==> src/rtl/branch_resolve_controller.sv <==
// rtl/branch_resolve_controller.sv - ID-stage branch hazard stall, resolve and performance counters
module branch_resolve_controller #(
    parameter int CNT_WIDTH  = 16,
    parameter int REG_ADDR_W = 5
) (
    input  logic                  Clk,
    input  logic                  Rst,
    input  logic                  IsBranch,
    input  logic                  UsesRt,
    input  logic [REG_ADDR_W-1:0] Rs,
    input  logic [REG_ADDR_W-1:0] Rt,
    input  logic                  CmpTaken,
    input  logic                  EX_RegWrite,
    input  logic                  EX_MemRead,
    input  logic [REG_ADDR_W-1:0] EX_WriteReg,
    input  logic                  MEM_MemRead,
    input  logic [REG_ADDR_W-1:0] MEM_WriteReg,
    input  logic                  FlushIn,
    output logic                  Stall,
    output logic                  BranchTaken,
    output logic                  FlushIFID,
    output logic [CNT_WIDTH-1:0]  BranchCount,
    output logic [CNT_WIDTH-1:0]  TakenCount,
    output logic [CNT_WIDTH-1:0]  StallCount
);

    typedef enum logic {IDLE, WAIT} state_t;

    state_t               state_q, state_d;
    logic                 left_q, left_d;
    logic [CNT_WIDTH-1:0] branch_cnt_q, taken_cnt_q, stall_cnt_q;
    logic                 ex_match, mem_match;
    logic [1:0]           need;
    logic                 resolve;

    function automatic logic reg_match(input logic [REG_ADDR_W-1:0] r,
                                       input logic [REG_ADDR_W-1:0] rs,
                                       input logic [REG_ADDR_W-1:0] rt,
                                       input logic                  uses_rt);
        return (r != '0) && ((r == rs) || (uses_rt && (r == rt)));
    endfunction

    // Counters stick at all-ones instead of wrapping.
    function automatic logic [CNT_WIDTH-1:0] sat_inc(input logic [CNT_WIDTH-1:0] c);
        return (&c) ? c : c + 1'b1;
    endfunction

    always_comb begin
        ex_match  = reg_match(EX_WriteReg, Rs, Rt, UsesRt);
        mem_match = reg_match(MEM_WriteReg, Rs, Rt, UsesRt);
        if (EX_RegWrite && EX_MemRead && ex_match)
            need = 2'd2;
        else if ((EX_RegWrite && ex_match) || (MEM_MemRead && mem_match))
            need = 2'd1;
        else
            need = 2'd0;
    end

    always_comb begin
        state_d     = state_q;
        left_d      = left_q;
        Stall       = 1'b0;
        resolve     = 1'b0;
        if (!Rst) begin
            state_d = IDLE;
            left_d  = 1'b0;
        end else if (FlushIn) begin
            state_d = IDLE;
            left_d  = 1'b0;
        end else begin
            case (state_q)
                IDLE: begin
                    if (IsBranch) begin
                        if (need == 2'd0) begin
                            resolve = 1'b1;
                        end else begin
                            Stall   = 1'b1;
                            state_d = WAIT;
                            left_d  = (need == 2'd2);
                        end
                    end
                end
                WAIT: begin
                    // Losing the branch from ID while waiting abandons it silently.
                    if (!IsBranch) begin
                        state_d = IDLE;
                        left_d  = 1'b0;
                    end else if (left_q) begin
                        Stall  = 1'b1;
                        left_d = 1'b0;
                    end else begin
                        resolve = 1'b1;
                        state_d = IDLE;
                    end
                end
                default: begin
                    state_d = IDLE;
                    left_d  = 1'b0;
                end
            endcase
        end
        BranchTaken = resolve && CmpTaken;
        FlushIFID   = resolve && CmpTaken;
    end

    always_ff @(posedge Clk or negedge Rst) begin
        if (!Rst) begin
            state_q      <= IDLE;
            left_q       <= 1'b0;
            branch_cnt_q <= '0;
            taken_cnt_q  <= '0;
            stall_cnt_q  <= '0;
        end else begin
            state_q <= state_d;
            left_q  <= left_d;
            if (resolve)
                branch_cnt_q <= sat_inc(branch_cnt_q);
            if (resolve && CmpTaken)
                taken_cnt_q <= sat_inc(taken_cnt_q);
            if (Stall)
                stall_cnt_q <= sat_inc(stall_cnt_q);
        end
    end

    assign BranchCount = branch_cnt_q;
    assign TakenCount  = taken_cnt_q;
    assign StallCount  = stall_cnt_q;

endmodule

==> config.mk <==
export PLATFORM = sky130hd
export DESIGN_NAME = branch_resolve_controller
export DESIGN_NICKNAME = d
export VERILOG_FILES = /design/src/rtl/branch_resolve_controller.sv
export SDC_FILE = /design/constraint.sdc
export NUM_CORES = 1
export LEC_CHECK = 0
export CAP_MARGIN = 20
export CORE_ASPECT_RATIO = 2
export CORE_UTILIZATION = 47
export CTS_CLUSTER_DIAMETER = 100
export DETAILED_ROUTE_END_ITERATION = 7
export GPL_ROUTABILITY_DRIVEN = 0
export GPL_TIMING_DRIVEN = 1
export PLACE_DENSITY = 0.8
export SYNTH_ARGS = -nofsm -noshare
export SYNTH_HDL_FRONTEND = slang
export SYNTH_SLANG_ARGS = --single-unit
==> constraint.sdc <==
create_clock -name Clk -period 3.5 [get_ports Clk]
set_input_delay 1.05 -clock Clk [delete_from_list [all_inputs] [get_ports Clk]]
set_output_delay 1.05 -clock Clk [all_outputs]
set_load 0.02 [all_outputs]
==> run metrics <==
Port Buffer Count 79; height of the die 109 um; number of synthesized flops with an enable pin 0; Distinct cells, synth 38; Leakage Power 1.74 nW; minimum clock period 3.49 ns; Num CTS Buffers 5; number of H-tree levels 2; r2r startpoint StallCount[0]; met1 Use GR 0.246; hold buffers post-CTS 0; drt via density 5.56; Final Hold Violating Endpoints 0; # setup viols final 0; Via Count 2298; Boundary Pins 80; #FFs+latches synth 50; ys flop type dfrtp_1; antenna violations before repair 1; Clk Latency, worst-skew pair 0.32 ns; first-pass GRT wire length 10900 um; layout cell share with drive strength beyond 1 0.247; vias in the first global route 2331; root buffer cell clkbuf_8; outcome finished clean; final wirelength 6960 um; met2 GRT Util 0.424; Final Skew 0.0187 ns; power density over cell area 366 nW/um^2; met3 usage 0.0565; fraction of registers with async set/reset 1.00; Pins Over Slew Limit 0; pre-CTS setup slack -0.897 ns; post-synth top area share 0.462; crit path kind primary input to output port; VDD IR max 0.442 mV; FP Rows 38; commonest non-fill, non-tap cells in the layout 55 x clkdlybuf4s50_1, 50 x dfrtp_1, 28 x xnor2_1, 27 x xor2_1, 24 x buf_4; Synth Area per Inst 11.2 sq um; worst endpoint data arrival time 2.44 ns; DR iter-0 viols 61; Reg clk slew, reported paths 0.09 ns; remaining antenna violation count after routing 0; post-synthesis sequential area ratio 0.462; CTS tree built; RSZ-0062 raised after global routing true; fin crit share 0.998; fill cell count 405; Reg2Reg Setup Slack 1.33 ns; Finished Cell Area 3970 sq um; Hold WS 0.499 ns; syn_nets 275; drt pass-1 iters 4; Ys Warns 0; Worst Hold Depth 1; Mapped Cells 243; critical path launch point type primary input; Worst EP required 2.45 ns; Worst Path Max Fanout 3; max_cap viols 0; largest net degree at the start of global routing 53; Synth-to-Final Area Change 46.6%; clock sink count 50; Synth area leaders dfrtp_1 46%, xor2_1 11%, xnor2_1 9.4%; total gr overflow 0; grt peak-use layer met2; Max-slew headroom 0.571; Die Width 55.7 um; Netlist Area Pre-Place 2710 sq um; commonest non-fill, non-tap cell in the layout clkdlybuf4s50_1; Layout Nets 383; Slew @ Worst Pin 0.644 ns; # DRC 0; Core Box Area 5470 sq um; Post-DP Area 3700 sq um; setup ws final 0.00563 ns; top cell type by total area after synthesis dfrtp_1; initial core utilization 0.496; worst r2r dst StallCount[1]; hold endpoint TakenCount[7]; die area 6090 sq um; DP HPWL 5020 um; Worst Reg2Reg Path Length in Cells 9; CTS max path bufs 2; Setup TNS Final 0 ns; Hold/Removal Path Class flop to flop; fmax 286 MHz; Final Power 1.46 mW; Hold Path Origin TakenCount[7]; GRT Total Usage 0.235; DR WL/cell 16.9 um; CP endpoint kind output port
cell families after synthesis:
family,synth area share
and+or+nand+nor,0.233
AOI/OAI and AO/OA,0.0471
muxes,0.0166
adders and majority gates,0.0139
xor gates and xnor gates,0.210
DFF,0.462
buffers and inverters,0.0185
synth_stat cells, drive strengths merged (2+ instances only):
cell type,count
mux2,4
inv,3
and3,12
nor3b,4
nand3,18
nor3,7
dfrtp,50
or4,2
ha,3
nor4,7
a21oi,2
xnor2,30
a32oi,2
nor2,11
nand4,19
xor2,34
o21ai,3
nand2,16
buf,4
and4,3
power breakdown:
part | switching (mW) | internal (mW) | total [mW] | leakage, nW
logic | 0.190 | 0.198 | 0.388 | 1.01
registers | 0.0799 | 0.629 | 0.709 | 0.685
clock network | 0.200 | 0.159 | 0.359 | 0.0472
total | 0.470 | 0.986 | 1.46 | 1.74
stage by stage:
stage	util	instances
detailed placement	0.676	396
floorplan	-	243
global route	0.727	413
CTS	0.715	410
finish	0.727	413
global placement	0.676	396
worst max-delay path by stage:
stage	start	cells after the start	to	slack, ns
after floorplan	Rt[2]	7	Stall	-0.004
after global placement	EX_WriteReg[0]	8	Stall	-0.86
after detailed placement	EX_WriteReg[3]	8	Stall	-0.90
after CTS	Rt[2]	9	Stall	-0.12
after global routing	Rt[3]	8	Stall	-0.07
final	Rt[1]	7	FlushIFID	0.006
layer usage:
layer  share of wire  routed length (um)  vias up
li1                -                   -     1080
met1            0.35                2440     1128
met2            0.55                3790       73
met3           0.058                 402       17
met4           0.047                 327        0
met5               0                   0        -
cell type report:
| type | instances | area, sq um | share of cell area |
|---|---|---|---|
| Multi-Input combinational cell | 185 | 1560 | 0.393 |
| Clock buffer | 6 | 82.6 | 0.0208 |
| Tap cell | 60 | 75.1 | 0.0189 |
| Inverter | 3 | 11.3 | 0.00283 |
| Clock inverter | 2 | 12.5 | 0.00315 |
| Sequential cell | 50 | 1250 | 0.315 |
| Antenna cell | 1 | 2.50 | 0.000630 |
| Timing Repair Buffer | 106 | 978 | 0.246 |
flip-flops by register name, indices dropped and copies added, names as in the netlist:
register / flops
BranchCount: 16
StallCount: 16
left_q: 1
TakenCount: 16
state_q: 1
repair_timing:
item,4_1_cts,5_1_grt
setup endpoints to repair,3,3
pin swaps,19,14
buffers inserted,6,3
resized for setup,87,28
critical path, cell delays in order:
cell	delay, ns
clkdlybuf4s15_1	0.24
buf_4	0.17
xnor2_2	0.14
a32oi_2	0.30
o221ai_4	0.19
a21oi_4	0.21
buf_6	0.15
No activity file was read; power rests on OpenSTA's default activity.
